==> config.mk <==
export PLATFORM = sky130hd
export DESIGN_NAME = mult_nin_seq
export DESIGN_NICKNAME = d
export VERILOG_FILES = /design/src/rtl/dnn_fixed_pkg.sv /design/src/rtl/fxp_mul_step.sv /design/src/rtl/mult_nin_seq.sv
export SDC_FILE = /design/constraint.sdc
export NUM_CORES = 2
export LEC_CHECK = 0
export CAP_MARGIN = 15
export CORE_UTILIZATION = 55
export DETAILED_ROUTE_END_ITERATION = 8
export PLACE_DENSITY = 0.7
export SETUP_SLACK_MARGIN = 0.2
export SYNTH_ARGS = -nofsm -noshare
export SYNTH_HDL_FRONTEND = slang
export SYNTH_SLANG_ARGS = --single-unit
==> constraint.sdc <==
create_clock -name clk -period 13.3 [get_ports clk]
set_input_delay 1.995 -clock clk [delete_from_list [all_inputs] [get_ports clk]]
set_output_delay 1.995 -clock clk [all_outputs]
set_load 0.03 [all_outputs]
==> src/rtl/dnn_fixed_pkg.sv <==
// Shared fixed-point definitions for the DNN gradient/delta datapath:
// default Q-format, sequencer state encoding, saturation bounds and a
// width-generic clamp helper.
package dnn_fixed_pkg;

    localparam int DEF_WIDTH = 32;
    localparam int DEF_FRAC  = 24;

    typedef enum logic [1:0] {
        IDLE = 2'd0,
        MULT = 2'd1,
        DONE = 2'd2
    } state_t;

    // Saturation bounds for the default operand width
    localparam logic [DEF_WIDTH-1:0] SAT_MAX = {1'b0, {(DEF_WIDTH-1){1'b1}}};
    localparam logic [DEF_WIDTH-1:0] SAT_MIN = {1'b1, {(DEF_WIDTH-1){1'b0}}};

    // Clamp a wide signed value into the signed range of a w-bit word (w <= 64).
    // The caller keeps the low w bits of the returned value.
    function automatic logic signed [127:0] fxp_sat(input logic signed [127:0] s,
                                                    input int unsigned       w);
        logic signed [127:0] lim_hi;
        logic signed [127:0] lim_lo;
        lim_hi = (128'sd1 <<< (w - 1)) - 128'sd1;
        lim_lo = -(128'sd1 <<< (w - 1));
        if (s > lim_hi) begin
            return lim_hi;
        end else if (s < lim_lo) begin
            return lim_lo;
        end
        return s;
    endfunction

endpackage

==> src/rtl/fxp_mul_step.sv <==
// One rescaled fixed-point multiply step: full-width signed product,
// arithmetic right shift by FRAC (floor), overflow flag, and reduction back
// to WIDTH bits. Reduction wraps by default; defining MULT_NIN_SATURATE_EN
// clamps an overflowing step to the signed limits instead.
module fxp_mul_step #(
    parameter int WIDTH = 32,
    parameter int FRAC  = 24
) (
    input  logic signed [WIDTH-1:0] i_a,
    input  logic signed [WIDTH-1:0] i_b,
    output logic signed [WIDTH-1:0] o_res,
    output logic                    o_ovf
);
`ifdef MULT_NIN_SATURATE_EN
    import dnn_fixed_pkg::*;
`endif

    logic signed [2*WIDTH-1:0] w_p;
    logic signed [2*WIDTH-1:0] w_s;
    logic        [WIDTH:0]     w_hi;

    assign w_p  = (2*WIDTH)'(i_a) * (2*WIDTH)'(i_b);
    assign w_s  = w_p >>> FRAC;
    // In range exactly when the top WIDTH+1 bits are all copies of the sign
    assign w_hi = w_s[2*WIDTH-1:WIDTH-1];
    assign o_ovf = ~((&w_hi) | ~(|w_hi));

`ifdef MULT_NIN_SATURATE_EN
    function automatic logic signed [WIDTH-1:0] sat_reduce(input logic signed [2*WIDTH-1:0] s);
        logic signed [127:0] t;
        t = fxp_sat(128'(s), WIDTH);
        return t[WIDTH-1:0];
    endfunction

    assign o_res = sat_reduce(w_s);
`else
    assign o_res = w_s[WIDTH-1:0];
`endif

endmodule

==> src/rtl/mult_nin_seq.sv <==
// Sequential N-operand signed fixed-point multiplier. A single
// fxp_mul_step is reused once per cycle over the registered operands, with
// valid/ready handshakes on input and output. Optional saturation is
// selected with the MULT_NIN_SATURATE_EN macro (wrap when undefined).
module mult_nin_seq
    import dnn_fixed_pkg::*;
#(
    parameter int WIDTH = DEF_WIDTH,
    parameter int FRAC  = DEF_FRAC,
    parameter int N_IN  = 3
) (
    input  logic                    clk,
    input  logic                    rst_n,
    input  logic                    i_valid,
    output logic                    o_ready,
    input  logic [N_IN*WIDTH-1:0]   i_data,
    output logic                    o_valid,
    input  logic                    i_ready,
    output logic signed [WIDTH-1:0] o,
    output logic                    o_ovf
);
    localparam int               CNT_W = $clog2(N_IN);
    localparam logic [CNT_W-1:0] LAST  = CNT_W'(N_IN - 1);

    state_t                  r_state;
    logic [CNT_W-1:0]        r_cnt;
    logic signed [WIDTH-1:0] r_acc;
    logic signed [WIDTH-1:0] r_op [N_IN-1];
    logic                    r_ovf_acc;
    logic signed [WIDTH-1:0] r_o;
    logic                    r_valid;
    logic                    r_ovf;

    logic                    w_accept;
    logic signed [WIDTH-1:0] w_step;
    logic                    w_step_ovf;

    // Operands 1..N_IN-1 shift down one slot per step, so the multiplier
    // always reads slot 0 and no variable index is needed.
    fxp_mul_step #(
        .WIDTH (WIDTH),
        .FRAC  (FRAC)
    ) u_step (
        .i_a   (r_acc),
        .i_b   (r_op[0]),
        .o_res (w_step),
        .o_ovf (w_step_ovf)
    );

    // Ready in IDLE, or in DONE when the result is being handed off this cycle
    assign o_ready  = rst_n && ((r_state == IDLE) || ((r_state == DONE) && i_ready));
    assign w_accept = i_valid && o_ready;

    assign o       = r_o;
    assign o_valid = r_valid;
    assign o_ovf   = r_ovf;

    // Sequencer: state, step counter and registered result/flags
    always_ff @(posedge clk) begin
        if (!rst_n) begin
            r_state <= IDLE;
            r_cnt   <= '0;
            r_o     <= '0;
            r_valid <= 1'b0;
            r_ovf   <= 1'b0;
        end else begin
            case (r_state)
                IDLE: begin
                    if (w_accept) begin
                        r_state <= MULT;
                    end
                end
                MULT: begin
                    if (r_cnt == LAST) begin
                        r_state <= DONE;
                        r_valid <= 1'b1;
                        r_o     <= w_step;
                        r_ovf   <= r_ovf_acc | w_step_ovf;
                    end
                end
                DONE: begin
                    if (i_ready) begin
                        r_valid <= 1'b0;
                        r_state <= w_accept ? MULT : IDLE;
                    end
                end
                default: r_state <= IDLE;
            endcase

            if (w_accept) begin
                r_cnt <= CNT_W'(1);
            end else if (r_state == MULT) begin
                r_cnt <= (r_cnt == LAST) ? '0 : r_cnt + CNT_W'(1);
            end
        end
    end

    // Operand bank and running accumulator; loaded on accept, advanced per step
    always_ff @(posedge clk) begin
        if (w_accept) begin
            r_acc     <= i_data[WIDTH-1:0];
            r_ovf_acc <= 1'b0;
            for (int k = 1; k < N_IN; k++) begin
                r_op[k-1] <= i_data[k*WIDTH +: WIDTH];
            end
        end else if (r_state == MULT) begin
            r_acc     <= w_step;
            r_ovf_acc <= r_ovf_acc | w_step_ovf;
            for (int k = 0; k < N_IN - 2; k++) begin
                r_op[k] <= r_op[k+1];
            end
        end
    end

endmodule
==> out/qor.yml <==
outcome: "completed"
final_cell_mix: "1081 x fa_1, 1042 x inv_1, 782 x nand2_1"
first_global_vias: 32100
critPathArrivalTime_ps: 9910
criticalPathCategory: "flip-flop to flip-flop"
fin_crit_sh_pct: 72.1
portBuffers: 134
num_io_pins: 135
drive_gt1_share_pct: 2.97
initialDrtViolationCount: 1901
async_flop_share_pct: 0
syn2layout_area_growth_pct: 6.77
die-width_um: 276
num_rows: 99
num-fill-cells: 6445
cts_tree: "done"
crit_required_ps: 13620
maxCapViolCount: 0
fmax_ghz: 0.104
period_minus_slack_ps: 9590
ctsResizeCount: 0
synth_edf_count: 96
final_common_cell: "fa_1"
cts_max_level: 4
postCtsHoldBufs: 0
antenna_found_initial: 1
ys_seq_elements: 135
crit_path_top_delay_cell: "fa_1"
synth_ff_type: "edfxtp_1"
via_count: 29300
synthXorXnorAreaFrac_pct: 1.17
cts_setup_buffers: 0
avgSynthCellArea_um2: 9.36
hpwl_um: 87800
drt.antenna.violating_nets: 0
cp-end-kind: "flip-flop"
synth_nets: 5762
slew_headroom_pct: 21.8
rsz0062_at_grt: "no"
cp_common_cell: "fa_1"
wl_per_cell_um: 20.4
postRouteWirelength_um: 110000
drc: 0
cts.clk_slew.worst_paths_ps: 60
crit_path_max_incr_delay_ps: 940
cts_buffers: 17
slew_viol_final: 0
track_usage_pct: 31.0
hp-class: "flip-flop to flip-flop"
cts_sinks: 135
syn_inst: 4401
synthesis.area_mm2: 0.0412
start_kind: "flip-flop"
multiInputGateArea_mm2: 0.0327
final-seq-area_mm2: 0.00366
place_congestion: 0.972
die_area_mm2: 0.0760
finalHoldViolCount: 0
fin_nets: 5755
synthAdderAreaFrac_pct: 58.0
critPathMaxFanout: 32
synth.area.mux_share_pct: 0.0486
setup_viol: 0
hold_ws_ps: 456
clkLatencyLatePin_ps: 440
ys_warn_count: 0
grt-ovfl-total: 0
synth_top_family_by_area: "adder cells"
fin_skew_ps: 8.16
die_h_um: 276
grt_max_degree: 39
start_util_pct: 56.0
tns_ps: 0
coreArea_mm2: 0.0736
cts-root-buf: "clkbuf_16"
worstMarginPinSlew_ps: 1170
firstDrtPassIters: 5
synth_compound_area_share_pct: 3.60
avgViaCountPerCell: 5.46
grt_pass1_wl_um: 178000
cts_buffer_depth: 2
synth-simple-area-share_pct: 16.6
yosysUniqueCellTypes: 79
ys_seq_area_share_pct: 8.89
-- per-stage QoR --
stage	setup slack (ps)	utilization, %	instance area (µm²)	cells
5_1_grt	3130	59.8	44000	5367
2_1_floorplan	4910	-	41200	4401
6_report	3710	59.8	44000	5367
3_3_place_gp	3800	59.0	43400	5334
3_5_place_dp	3760	59.0	43400	5334
4_1_cts	3710	59.8	44000	5366
-- cell usage after synthesis, types with 18 or more instances --
| master | number | area [µm²] |
|---|---|---|
| o21ai_0 | 44 | 220 |
| inv_1 | 1043 | 3920 |
| a21o_1 | 27 | 203 |
| a21oi_1 | 97 | 485 |
| xnor2_1 | 37 | 324 |
| nor2_1 | 76 | 285 |
| fa_1 | 1081 | 21600 |
| ha_1 | 180 | 2250 |
| and2_1 | 484 | 3030 |
| edfxtp_1 | 96 | 2880 |
| dfxtp_1 | 39 | 781 |
| clkbuf_1 | 218 | 818 |
| nand2_1 | 782 | 2940 |
| nand3_1 | 18 | 90.1 |
-- path summary, 6_finish.rpt --
check / from / end / slack [ps] / cells after the start
hold reg to reg: o[2] / o[2] / 460 / 2
hold / removal: o[2] / o[2] / 460 / 2
setup reg to reg: r_acc[31] / o_ovf / 3710 / 28
setup / recovery: r_acc[31] / o_ovf / 3710 / 28
-- cell type report --
cell class | instances | area share (%)
Antenna cell | 1 | 0.00569
Clock buffer | 21 | 1.10
Clock inverter | 11 | 0.250
Inverter | 1045 | 8.92
Multi-Input combinational cell | 2990 | 74.4
Sequential cell | 135 | 8.33
Tap cell | 959 | 2.73
Timing Repair Buffer | 205 | 4.26
-- registers in the layout (all words and copies together), names as in the netlist --
| register | cells |
|---|---|
| r_op | 64 |
| o | 32 |
| r_acc | 32 |
| r_cnt | 2 |
| r_state | 2 |
| o_ovf | 1 |
| o_valid | 1 |
| r_ovf_acc | 1 |
-- worst max-delay path: cells and delay by family, from the launching register on --
family	cells	cell delay, ps
multiplexers	1	160
flip-flops	1	350
AO/OA/AOI/OAI	7	1340
AND/OR/NAND/NOR	5	1180
adder cells (fa/ha/maj)	9	5300
buffers and inverters	6	1110
-- kinds of logic (layout without fill, tap and decap cells) --
group           Yosys count  after routing
xor+xnor                 54             54
compound gates          239            239
mux                       2              2
flops                   135            135
fa+ha+maj              1261           1261
buf+inv                1276           1282
simple gates           1434           1434
other cells               0              1
-- per-layer routing --
metal / vias up / wire length [µm] / GRT usage (%)
li1: 12600 / - / -
met3: 179 / 8160 / 4.60
met4: 0 / 2960 / 8.81
met1: 15500 / 43000 / 40.6
met5: - / 0 / 0
met2: 1022 / 55400 / 53.8
Power is left out: the tool's default activity adds up to more than one toggle a clock period on the data nets, which glitch-free logic cannot reach.
